==> src/rtl/display_pkg.sv <==
// Shared constants and helpers for the multiplexed display scan timer:
// index width, anode polarity and the smallest legal divide ratio.
package display_pkg;

  localparam int DIV_MIN = 2;

  function automatic int dig_w(input int n);
    int w;
    w = $clog2(n);
    return (w < 1) ? 1 : w;
  endfunction

  function automatic logic an_off(input logic act_low);
    return act_low;
  endfunction

  function automatic logic an_on(input logic act_low);
    return ~act_low;
  endfunction

endpackage

==> src/rtl/display_scan_timer_if.sv <==
// Control and display-drive bundle of the scan timer; master is the controller/bench,
// slave is the timer itself.
interface display_scan_timer_if
  import display_pkg::*;
#(
  parameter int CNT_W      = 18,
  parameter int NUM_DIGITS = 4
);
  localparam int DIG_W = dig_w(NUM_DIGITS);

  logic                  enable;
  logic                  div_load;
  logic [CNT_W-1:0]      div_value;
  logic                  y;
  logic                  tick;
  logic [DIG_W-1:0]      digit_sel;
  logic [NUM_DIGITS-1:0] anode;
  logic                  blank;

  modport master (
    output enable, div_load, div_value,
    input  y, tick, digit_sel, anode, blank
  );

  modport slave (
    input  enable, div_load, div_value,
    output y, tick, digit_sel, anode, blank
  );
endinterface

==> src/rtl/display_scan_timer_digit_decoder.sv <==
// Digit index to one-hot anode drive; all anodes inactive while blanked.
module digit_decoder
  import display_pkg::*;
#(
  parameter int NUM_DIGITS = 4,
  parameter int DIG_W      = 2
) (
  input  logic [DIG_W-1:0]      idx,
  input  logic                  blank,
  input  logic                  act_low,
  output logic [NUM_DIGITS-1:0] an
);

  // One-hot decode with polarity applied per anode bit
  always_comb begin
    an = {NUM_DIGITS{an_off(act_low)}};
    for (int i = 0; i < NUM_DIGITS; i++) begin
      if (!blank && (idx == DIG_W'(i))) begin
        an[i] = an_on(act_low);
      end else begin
        an[i] = an_off(act_low);
      end
    end
  end

endmodule

==> src/rtl/display_scan_timer.sv <==
// Runtime-programmable refresh divider for an N-digit multiplexed 7-segment display:
// square wave, period tick, rotating digit select and blanked one-hot anode drive.
module display_scan_timer
  import display_pkg::*;
#(
  parameter int CNT_W       = 18,
  parameter int DIV_DEFAULT = 25000,
  parameter int NUM_DIGITS  = 4,
  parameter int BLANK_CYC   = 64,
  parameter bit AN_ACT_LOW  = 1'b1
) (
  input  logic                clock_in,
  input  logic                reset,
  display_scan_timer_if.slave bus
);

  localparam int DIG_W = dig_w(NUM_DIGITS);
  localparam logic [CNT_W-1:0]      DIV_RST = CNT_W'(DIV_DEFAULT);
  localparam logic [NUM_DIGITS-1:0] AN_IDLE = {NUM_DIGITS{an_off(AN_ACT_LOW)}};

  logic [CNT_W-1:0]      z_q, z_d;
  logic [CNT_W-1:0]      div_a_q, div_a_d;
  logic [CNT_W-1:0]      div_sh_q, div_sh_d;
  logic [DIG_W-1:0]      digit_q, digit_d;
  logic                  y_q, y_d;
  logic                  tick_q, tick_d;
  logic                  blank_q, blank_d;
  logic [NUM_DIGITS-1:0] anode_q, anode_d;
  logic [NUM_DIGITS-1:0] anode_s;
  logic                  wrap_s;

  // Anode pattern follows the blank decision made in the same cycle
  digit_decoder #(
    .NUM_DIGITS (NUM_DIGITS),
    .DIG_W      (DIG_W)
  ) u_dec (
    .idx     (digit_q),
    .blank   (blank_d),
    .act_low (AN_ACT_LOW),
    .an      (anode_s)
  );

  // Counter, divisor shadow/active pair, digit rotator and output decode
  always_comb begin
    z_d      = z_q;
    div_a_d  = div_a_q;
    div_sh_d = div_sh_q;
    digit_d  = digit_q;
    y_d      = y_q;
    tick_d   = 1'b0;
    blank_d  = blank_q;
    anode_d  = anode_q;
    // div_a is never below 2, so the minus one cannot underflow
    wrap_s   = (z_q >= (div_a_q - CNT_W'(1)));

    if (bus.div_load) begin
      div_sh_d = (bus.div_value < CNT_W'(DIV_MIN)) ? CNT_W'(DIV_MIN) : bus.div_value;
    end else begin
      div_sh_d = div_sh_q;
    end

    if (bus.enable) begin
      y_d     = (z_q < (div_a_q >> 1));
      tick_d  = wrap_s;
      blank_d = (int'(z_q) < BLANK_CYC);
      anode_d = anode_s;
      if (wrap_s) begin
        z_d     = '0;
        div_a_d = div_sh_q;
        digit_d = (digit_q == DIG_W'(NUM_DIGITS - 1)) ? DIG_W'(0) : digit_q + DIG_W'(1);
      end else begin
        z_d     = z_q + CNT_W'(1);
      end
    end else begin
      tick_d = 1'b0;
    end
  end

  // State and output registers
  always_ff @(posedge clock_in or posedge reset) begin
    if (reset) begin
      z_q      <= '0;
      div_a_q  <= DIV_RST;
      div_sh_q <= DIV_RST;
      digit_q  <= '0;
      y_q      <= 1'b0;
      tick_q   <= 1'b0;
      blank_q  <= 1'b1;
      anode_q  <= AN_IDLE;
    end else begin
      z_q      <= z_d;
      div_a_q  <= div_a_d;
      div_sh_q <= div_sh_d;
      digit_q  <= digit_d;
      y_q      <= y_d;
      tick_q   <= tick_d;
      blank_q  <= blank_d;
      anode_q  <= anode_d;
    end
  end

  assign bus.y         = y_q;
  assign bus.tick      = tick_q;
  assign bus.digit_sel = digit_q;
  assign bus.anode     = anode_q;
  assign bus.blank     = blank_q;

endmodule
==> src/flat_wrapper.sv <==
// flat-port wrapper written by rule: the top's interface ports become plain ports
module display_scan_timer_flat import display_pkg::*;
#(
  parameter int CNT_W       = 18,
  parameter int DIV_DEFAULT = 25000,
  parameter int NUM_DIGITS  = 4,
  parameter int BLANK_CYC   = 64,
  parameter bit AN_ACT_LOW  = 1'b1
)
  (clock_in, reset, bus_enable, bus_div_load, bus_div_value, bus_y, bus_tick, bus_digit_sel, bus_anode, bus_blank);
  display_scan_timer_if #(.CNT_W(CNT_W), .NUM_DIGITS(NUM_DIGITS)) bus_i ();
  input  logic clock_in;
  input  logic reset;
  input wire logic [$bits(bus_i.enable)-1:0] bus_enable;
  input wire logic [$bits(bus_i.div_load)-1:0] bus_div_load;
  input wire logic [$bits(bus_i.div_value)-1:0] bus_div_value;
  output wire logic [$bits(bus_i.y)-1:0] bus_y;
  output wire logic [$bits(bus_i.tick)-1:0] bus_tick;
  output wire logic [$bits(bus_i.digit_sel)-1:0] bus_digit_sel;
  output wire logic [$bits(bus_i.anode)-1:0] bus_anode;
  output wire logic [$bits(bus_i.blank)-1:0] bus_blank;
  assign bus_i.enable = bus_enable;
  assign bus_i.div_load = bus_div_load;
  assign bus_i.div_value = bus_div_value;
  assign bus_y = bus_i.y;
  assign bus_tick = bus_i.tick;
  assign bus_digit_sel = bus_i.digit_sel;
  assign bus_anode = bus_i.anode;
  assign bus_blank = bus_i.blank;
  display_scan_timer #(.CNT_W(CNT_W), .DIV_DEFAULT(DIV_DEFAULT), .NUM_DIGITS(NUM_DIGITS), .BLANK_CYC(BLANK_CYC), .AN_ACT_LOW(AN_ACT_LOW)) u_core (.clock_in(clock_in), .reset(reset), .bus(bus_i));
endmodule
==> config.mk <==
export PLATFORM = sky130hd
export DESIGN_NAME = display_scan_timer_flat
export DESIGN_NICKNAME = d
export VERILOG_FILES = /design/src/rtl/display_pkg.sv /design/src/rtl/display_scan_timer_if.sv /design/src/rtl/display_scan_timer_digit_decoder.sv /design/src/rtl/display_scan_timer.sv /design/src/flat_wrapper.sv
export SDC_FILE = /design/constraint.sdc
export NUM_CORES = 1
export LEC_CHECK = 0
export ABC_AREA = 0
export BUFFER_PORTS_ARGS = -buffer_cell sky130_fd_sc_hd__buf_2
export CAP_MARGIN = 20
export CORE_ASPECT_RATIO = 1.5
export CORE_MARGIN = 2
export CORE_UTILIZATION = 60
export CTS_CLUSTER_DIAMETER = 120
export DETAILED_ROUTE_END_ITERATION = 10
export GPL_ROUTABILITY_DRIVEN = 0
export PLACE_DENSITY = 0.8
export SKIP_CTS_REPAIR_TIMING = 1
export SYNTH_ARGS = -nofsm -noshare
export SYNTH_HDL_FRONTEND = slang
export SYNTH_SLANG_ARGS = --single-unit
==> constraint.sdc <==
create_clock -name clock_in -period 4.8 [get_ports clock_in]
set_clock_uncertainty 0.05 [all_clocks]
set_input_delay 0.72 -clock clock_in [delete_from_list [all_inputs] [get_ports clock_in]]
set_output_delay 0.72 -clock clock_in [all_outputs]
set_load 0.02 [all_outputs]
==> results of run 1 <==
==> where the power goes <==
group | internal [uW] | switching, uW
clock network | 294 | 212
registers | 701 | 184
logic | 454 | 502
==> per-layer routing <==
metal	part of all wire (%)	global-route usage [%]
met5	0	0
met4	4.3	13.4
met3	3.5	6.71
met2	53	43.6
met1	39	25.9
==> layout make-up <==
type	instances	area, sq um
repair buffers	33	173
clock buffers	9	124
fillers	440	1920
flip-flops and latches	63	1600
well taps	74	92.6
inverters	28	105
multi-input cells	256	2070
clock inverters	7	96.3
==> placed cells by master, fill, tap and decap left out, types with 2 or more instances in the layout <==
cell type / n
dfrtp_1: 46
ha_1: 40
nor2_1: 32
buf_2: 30
inv_1: 27
mux2_2: 21
xnor2_1: 20
nand2_1: 19
dfstp_2: 17
mux2_4: 14
nand3_1: 12
a21oi_1: 11
nor4_1: 10
nand4_1: 9
xor2_1: 9
clkbuf_8: 9
o21ai_0: 7
nor3_1: 7
a31oi_1: 5
a21o_1: 4
and3_1: 4
o221ai_1: 3
o2111ai_1: 3
buf_4: 3
and2_1: 2
nand2b_1: 2
a221o_1: 2
o2bb2ai_1: 2
nor2b_1: 2
or4_1: 2
a211oi_1: 2
clkinv_2: 2
clkinv_4: 2
bufinv_16: 2
==> through the flow <==
stage / hold WS, ps / utilization, % / setup slack (ps)
after CTS: 452 / 69.0 / 810
after global placement: 425 / 65.4 / 940
after floorplan: 422 / - / 1130
final: 445 / 69.0 / 806
after global routing: 459 / 69.0 / 609
after detailed placement: 438 / 65.4 / 827
==> path summary, 6_finish.rpt <==
kind                                          start             endpoint  slack, ps  cells after the start
worst max register to register    u_core.div_a_q[1]    u_core.div_a_q[2]        810                     12
min in group asynchronous                     reset  u_core.div_sh_q[16]        530                      3
worst min-delay path            u_core.bus.anode[2]  u_core.bus.anode[2]        450                      2
worst max-delay path              u_core.div_a_q[1]    u_core.div_a_q[2]        810                     12
worst min register to register  u_core.bus.anode[2]  u_core.bus.anode[2]        450                      2
max in group asynchronous                     reset        u_core.z_q[9]       3660                      3
==> worst min-delay path: stages (launching register included) <==
cell and delay [ps]:
dfstp_2 370, nor2_1 70, a31oi_1 50
==> state kept, by name, indices dropped and copies added, names as in the netlist <==
register / count
u_core.z_q: 18
u_core.bus.tick: 1
u_core.div_sh_q: 18
u_core.bus.anode: 4
u_core.bus.y: 1
u_core.div_a_q: 18
u_core.bus.digit_sel: 2
u_core.bus.blank: 1
==> cell families after synthesis <==
| logic type | count (synthesis) |
|---|---|
| flip-flops | 63 |
| buffers and inverters | 37 |
| adder cells (fa/ha/maj) | 40 |
| AO/OA/AOI/OAI | 48 |
| multiplexers | 36 |
| AND/OR/NAND/NOR | 103 |
| XOR/XNOR | 29 |
==> results.yml, run 1 <==
timing:
  finalHoldViolCount: 0
  period_share_pct: 83.2
  setup_viol: 0
  slew_viol_final: 0
  max_freq_mhz: 250
  relSlewSlack_pct: 48.9
  post-route-min-period_ps: 3990
  timing.setup.tns_ps: 0
  worst_pin_slew_ps: 767
  rsz0062_at_grt: "no"
synth:
  synth-seq-cells: 63
  ys_async_sr_fraction_pct: 100
  synth_top_family_by_area: "adder cells"
  synthAdderAreaFrac_pct: 13.1
  synth_compound_area_share_pct: 9.41
  synthTopCellsByArea: "dfrtp_1 30%, ha_1 13%, dfstp_2 12%"
  yosys.area_share.simple_pct: 13.0
  synthTopCellsByCount: "46 x dfrtp_1, 40 x ha_1, 32 x nor2_1"
  mappedNetlistArea_sq_um: 3830
  ys_warn_count: 0
  synth_cell_types: 43
  synth_top_area_share_pct: 30.1
  synthMuxAreaShare_pct: 11.9
  ys_seq_area_share_pct: 41.7
  synth_edf_count: 0
  yosysMostFrequentCell: "dfrtp_1"
  synth.largest_area_cell: "dfrtp_1"
  synth-xor-area-share_pct: 6.63
  synth_nets: 418
  netlist_instances: 356
  ys.flop_type: "dfrtp_1"
  avgSynthCellArea_sq_um: 10.8
routing:
  drt_iter0_markers: 129
  drc: 0
  vias: 2827
  vias_per_cell: 6.01
  detail-route-antenna-nets: 0
  firstDrtPassIters: 4
  routed_wl_mm: 7.76
  wl_per_cell_um: 16.5
die:
  die_height_um: 102
  core.rowCount: 35
  io_pins: 31
  die_w_um: 69.2
  coreArea_sq_um: 6170
  die-area_sq_um: 7050
  initial_core_util_pct: 62.0
finish:
  final_area_sq_um: 4260
  instances_no_fill: 470
  drive_gt1_share_pct: 26.8
  fin_nets: 453
  diodes: 0
  area_growth_pct: 11.2
grt:
  grt_max_degree: 64
  grt_pass1_wl_mm: 13.3
  track_usage_pct: 24.3
  grt.overflow.total: 0
  antenna_found_initial: 0
  grt_pass1_vias: 2882
critical_path:
  cpPeakStageDelay_ps: 600
  worstPathRequired_ps: 4980
  critPathBufInv: 1
  cp_slowest_cell: "or4_1"
  critPathKind: "register to register"
  startpoint_type: "register"
  crit_path_end_kind: "register"
  path_max_fanout: 20
  crit_family: "simple AND/OR/NAND/NOR gates"
  cp.arrival_ps: 4180
  worstPathCellList: "nor3_1, nand3_1, or4_1, nor4_1, xnor2_1, ha_1, and2_1, a221oi_2, and2_1, a211oi_4, buf_4, mux2_4"
  crit_top_cell: "and2_1"
run_status:
  status: "complete, no violations"
placement:
  io_buffer_count: 30
  dp_hpwl_mm: 5.80
  placed_area_sq_um: 4040
  dp.cells: 454
min_path:
  holdCritPathClass: "register to register"
clocking:
  clockRootBuffer: "clkbuf_8"
  clock_sinks: 63
  clk_pin_slew_ps: 70
  clk_latency_ps: 350
  numCtsBuffers: 9
  cts_tree: "yes"
  htreeDepth: 3
  cts_max_path_buffers: 2
power:
  p_per_area_nw_per_um2: 551
  total_power_uw: 2350
  ir_drop_mv: 0.346
  leakage_uw: 0.00194
job:
  maxCapViolCount: 0
(Power assumes the default switching activity.)
==> inputs of run 2 (changes only) <==
clock period = 3.8 ns   (was 4.8 ns; I/O delays follow)
==> results.yml, run 2 (synthesis results as in run 1) <==
die:
  core.rowCount: 35
  die-area_sq_um: 7050
  die_w_um: 69.2
  initial_core_util_pct: 62.0
  io_pins: 31
  coreArea_sq_um: 6170
  die_height_um: 102
timing:
  timing.setup.tns_ps: 0
  relSlewSlack_pct: 52.3
  post-route-min-period_ps: 3670
  period_share_pct: 96.6
  slew_viol_final: 0
  finalHoldViolCount: 0
  worst_pin_slew_ps: 710
  setup_viol: 0
  max_freq_mhz: 272
placement:
  dp.cells: 461
  dp_hpwl_mm: 6.00
  placed_area_sq_um: 4100
  io_buffer_count: 30
clocking:
  clk_pin_slew_ps: 80
  clock_sinks: 63
  cts_tree: "yes"
  numCtsBuffers: 9
  clk_latency_ps: 350
  cts_max_path_buffers: 2
  clockRootBuffer: "clkbuf_8"
  htreeDepth: 3
grt:
  grt_pass1_wl_mm: 13.6
  grt_max_degree: 34
  grt_pass1_vias: 2875
  grt.overflow.total: 0
  track_usage_pct: 24.9
  antenna_found_initial: 0
routing:
  vias: 2871
  wl_met1_mm: 2.99
  drt_iter0_markers: 194
  routed_wl_mm: 7.90
  wl_per_cell_um: 16.5
  vias_per_cell: 6.01
  dr_wl_met3_um: 322
  dr.max_layer_used: "met4"
  detail-route-antenna-nets: 0
  drc: 0
  firstDrtPassIters: 4
  dr_wl_met2_mm: 4.33
finish:
  diodes: 0
  final_area_sq_um: 4380
  reg.largest.list: "u_core.div_a_q x18, u_core.div_sh_q x18, u_core.z_q x18"
  final_util_pct: 70.9
  area_growth_pct: 14.3
  drive_gt1_share_pct: 30.0
  fin_nets: 461
  mostFrequentLayoutCell: "dfrtp_1"
  most-common-layout-cells: "46 x dfrtp_1, 39 x ha_1, 31 x nor2_1"
  instances_no_fill: 478
power:
  p_per_area_nw_per_um2: 710
  leakage_uw: 0.00198
  ir_drop_mv: 0.423
critical_path:
  crit_path_end_kind: "register"
  crit_top_cell: "a221o_1"
  crit_family: "compound AO/OA/AOI/OAI gates"
  cp_slowest_cell: "or4_4"
  critPathBufInv: 2
  path_max_fanout: 22
  worstPathRequired_ps: 3980
  critPathKind: "register to register"
  startpoint_type: "register"
  worstPathCellList: "inv_1, ha_2, nand3_1, or4_4, nor2_2, xnor2_1, ha_1, and3_1, a221o_1, a221o_1, a31oi_4, a211oi_4, buf_12, mux2_4"
  rrSetupSlack_ps: 130
  cpPeakStageDelay_ps: 510
  cp.arrival_ps: 3850
min_path:
  holdCritPathClass: "input pin to asynchronous set/reset pin"
job:
  maxCapViolCount: 0
run_status:
  status: "complete, no violations"
## run 2: cell count changes in the layout (fill, tap and decap cells not counted), moves of 2 or more
cell	change
buf_4	+7
clkinv_4	-2
clkinvlp_4	+2
or4_1	-2
or4_4	+2
## run 2: where the power goes
part	total [uW]	switching, uW	internal [uW]
logic	1280	662	618
registers	1120	235	886
clock network	705	269	436
## run 2: per-layer routing
metal	GRT usage, %	up-vias
li1	-	1364
met5	0	-
met2	46.2	82
met4	14.3	0
met3	4.44	24
met1	26.6	1401
## run 2: worst paths after layout
| kind | start | endpoint | cells after the start |
|---|---|---|---|
| max | u_core.div_a_q[1] | u_core.div_a_q[10] | 14 |
| min | reset | u_core.div_sh_q[16] | 2 |
| max reg2reg | u_core.div_a_q[1] | u_core.div_a_q[10] | 14 |
| min reg2reg | u_core.bus.anode[1] | u_core.bus.anode[1] | 2 |
| max in group asynchronous | reset | u_core.div_a_q[3] | 3 |
| min in group clock_in | bus_div_value[0] | u_core.div_sh_q[0] | 3 |
## run 2: area by class of cell
type | instances | area [sq um]
Fill cell | 429 | 1800
Clock buffer | 9 | 124
Clock inverter | 7 | 119
Inverter | 28 | 105
Tap cell | 74 | 92.6
Timing Repair Buffer | 41 | 245
Sequential cell | 63 | 1600
Multi-Input combinational cell | 256 | 2090
## run 2: stage by stage
step,hold slack [ps],power (uW),worst slack [ps]
3_5_place_dp,427,2370,70.8
6_report,269,3110,129
3_3_place_gp,426,2290,206
2_1_floorplan,422,2010,134
5_1_grt,332,3320,-18.8
4_1_cts,286,3090,16.9
==> inputs of run 3 (changes only) <==
CORE_UTILIZATION = 62   (was 60)
CTS_BUF_LIST = sky130_fd_sc_hd__clkbuf_8   (was default)
PLACE_DENSITY = 0.82   (was 0.8)
==> results.yml, run 3 (synthesis results as in run 1) <==
timing:
  worst_slack_ps: 146
  worst_pin_slew_ps: 789
  slew_viol_final: 0
  whs_ps: 320
  period_share_pct: 96.2
  post-route-min-period_ps: 3650
  max_freq_mhz: 274
  relSlewSlack_pct: 47.3
  setup_viol: 0
  finalHoldViolCount: 0
grt:
  grt_use_met1_pct: 28.0
  grt.overflow.total: 0
  antenna_found_initial: 0
  top_usage_layer: "met2"
  grt_max_degree: 40
  grt_pass1_wl_mm: 12.9
  track_usage_pct: 25.9
  use_met3_pct: 6.05
  grt_util_met2_pct: 46.3
  grt_pass1_vias: 2818
critical_path:
  startpoint_type: "register"
  cp.arrival_ps: 3820
  worstPathRequired_ps: 3970
  rrSetupSlack_ps: 150
  regToRegStartpoint: "u_core.div_a_q[0]"
  crit_path_end_kind: "register"
  critPathKind: "register to register"
  reg2regPathDepth: 12
  path_max_fanout: 22
  worstReg2RegEnd: "u_core.div_a_q[11]"
die:
  die_w_um: 68.2
  die-area_sq_um: 6830
  die_height_um: 100
  core.rowCount: 35
  io_pins: 31
  coreArea_sq_um: 6040
  initial_core_util_pct: 63.4
routing:
  vias_per_cell: 5.86
  drt_iter0_markers: 168
  drc: 0
  wl_per_cell_um: 16.4
  detail-route-antenna-nets: 0
  firstDrtPassIters: 6
  routed_wl_mm: 7.83
  vias: 2796
placement:
  dp_hpwl_mm: 5.94
  dp.cells: 461
  pre_cts_slack_ps: 115
  io_buffer_count: 30
finish:
  final_util_pct: 71.4
  most-common-layout-cells: "46 x dfrtp_1, 39 x ha_1, 31 x nor2_1"
  mostFrequentLayoutCell: "dfrtp_1"
  diodes: 0
  drive_gt1_share_pct: 29.5
  instances_no_fill: 477
  area_growth_pct: 12.8
  fin_nets: 460
  reg.largest.list: "u_core.div_a_q x18, u_core.div_sh_q x18, u_core.z_q x18"
power:
  p_per_area_nw_per_um2: 683
  ir_drop_mv: 0.415
  leakage_uw: 0.00195
clocking:
  clk_latency_ps: 340
  clock_sinks: 63
  clk_pin_slew_ps: 80
  numCtsBuffers: 9
  cts_max_path_buffers: 2
  clockRootBuffer: "clkbuf_8"
  htreeDepth: 3
  cts_tree: "yes"
job:
  maxCapViolCount: 0
run_status:
  status: "complete, no violations"
min_path:
  holdCritPathClass: "input pin to asynchronous set/reset pin"
[run 3: changes by cell type in the layout (fill, tap and decap cells not counted), sizes merged]
cell	before	now
buf	41	40
clkinv	1	2
bufinv	3	1
clkinvlp	2	3
[run 3: how the worst max path moves through the flow]
stage	end	start	cells after the start
floorplan	u_core.div_a_q[10]	u_core.div_a_q[1]	12
global placement	u_core.div_a_q[17]	u_core.div_a_q[1]	12
detailed placement	u_core.bus.digit_sel[0]	u_core.div_a_q[1]	12
CTS	u_core.div_a_q[11]	u_core.div_a_q[1]	12
global route	u_core.div_a_q[11]	u_core.div_a_q[1]	12
finish	u_core.div_a_q[11]	u_core.div_a_q[0]	12
[run 3: layer usage]
metal,vias up,share of wire [%]
met2,54,56
li1,1356,-
met4,0,2.8
met5,-,0
met1,1370,38
met3,16,3.0
[run 3: layout make-up]
cell class	count	area (sq um)
clock buffers	9	124
clock inverters	7	71.3
fillers	464	1730
inverters	28	105
multi-input cells	256	2090
flip-flops and latches	63	1600
well taps	74	92.6
repair buffers	40	238
[run 3: critical path, stage by stage, from the launching register on]
cell and delay [ps]:
dfrtp_1 410, nor3_2 230, nand3_1 120, or4_1 600, xnor2_1 180, ha_1 290
and3_1 160, a221o_1 340, a221o_1 380, a31oi_4 190, a211oi_4 100, buf_12 180
mux2_4 310
[run 3: per-stage QoR]
step                      setup TNS, ps  instance area (sq um)  total power (uW)
final                                 0                   4320              2950
after global routing             -0.801                   4320              3180
after CTS                             0                   4300              2950
after detailed placement              0                   4100              2360
after global placement                0                   4100              2290
after floorplan                       0                   3830              2010
[run 3: power breakdown]
group | switching, uW | leakage [uW] | internal, uW
combinational | 651 | 0.00111 | 610
clock | 265 | 0.0000916 | 302
sequential | 235 | 0.000750 | 886
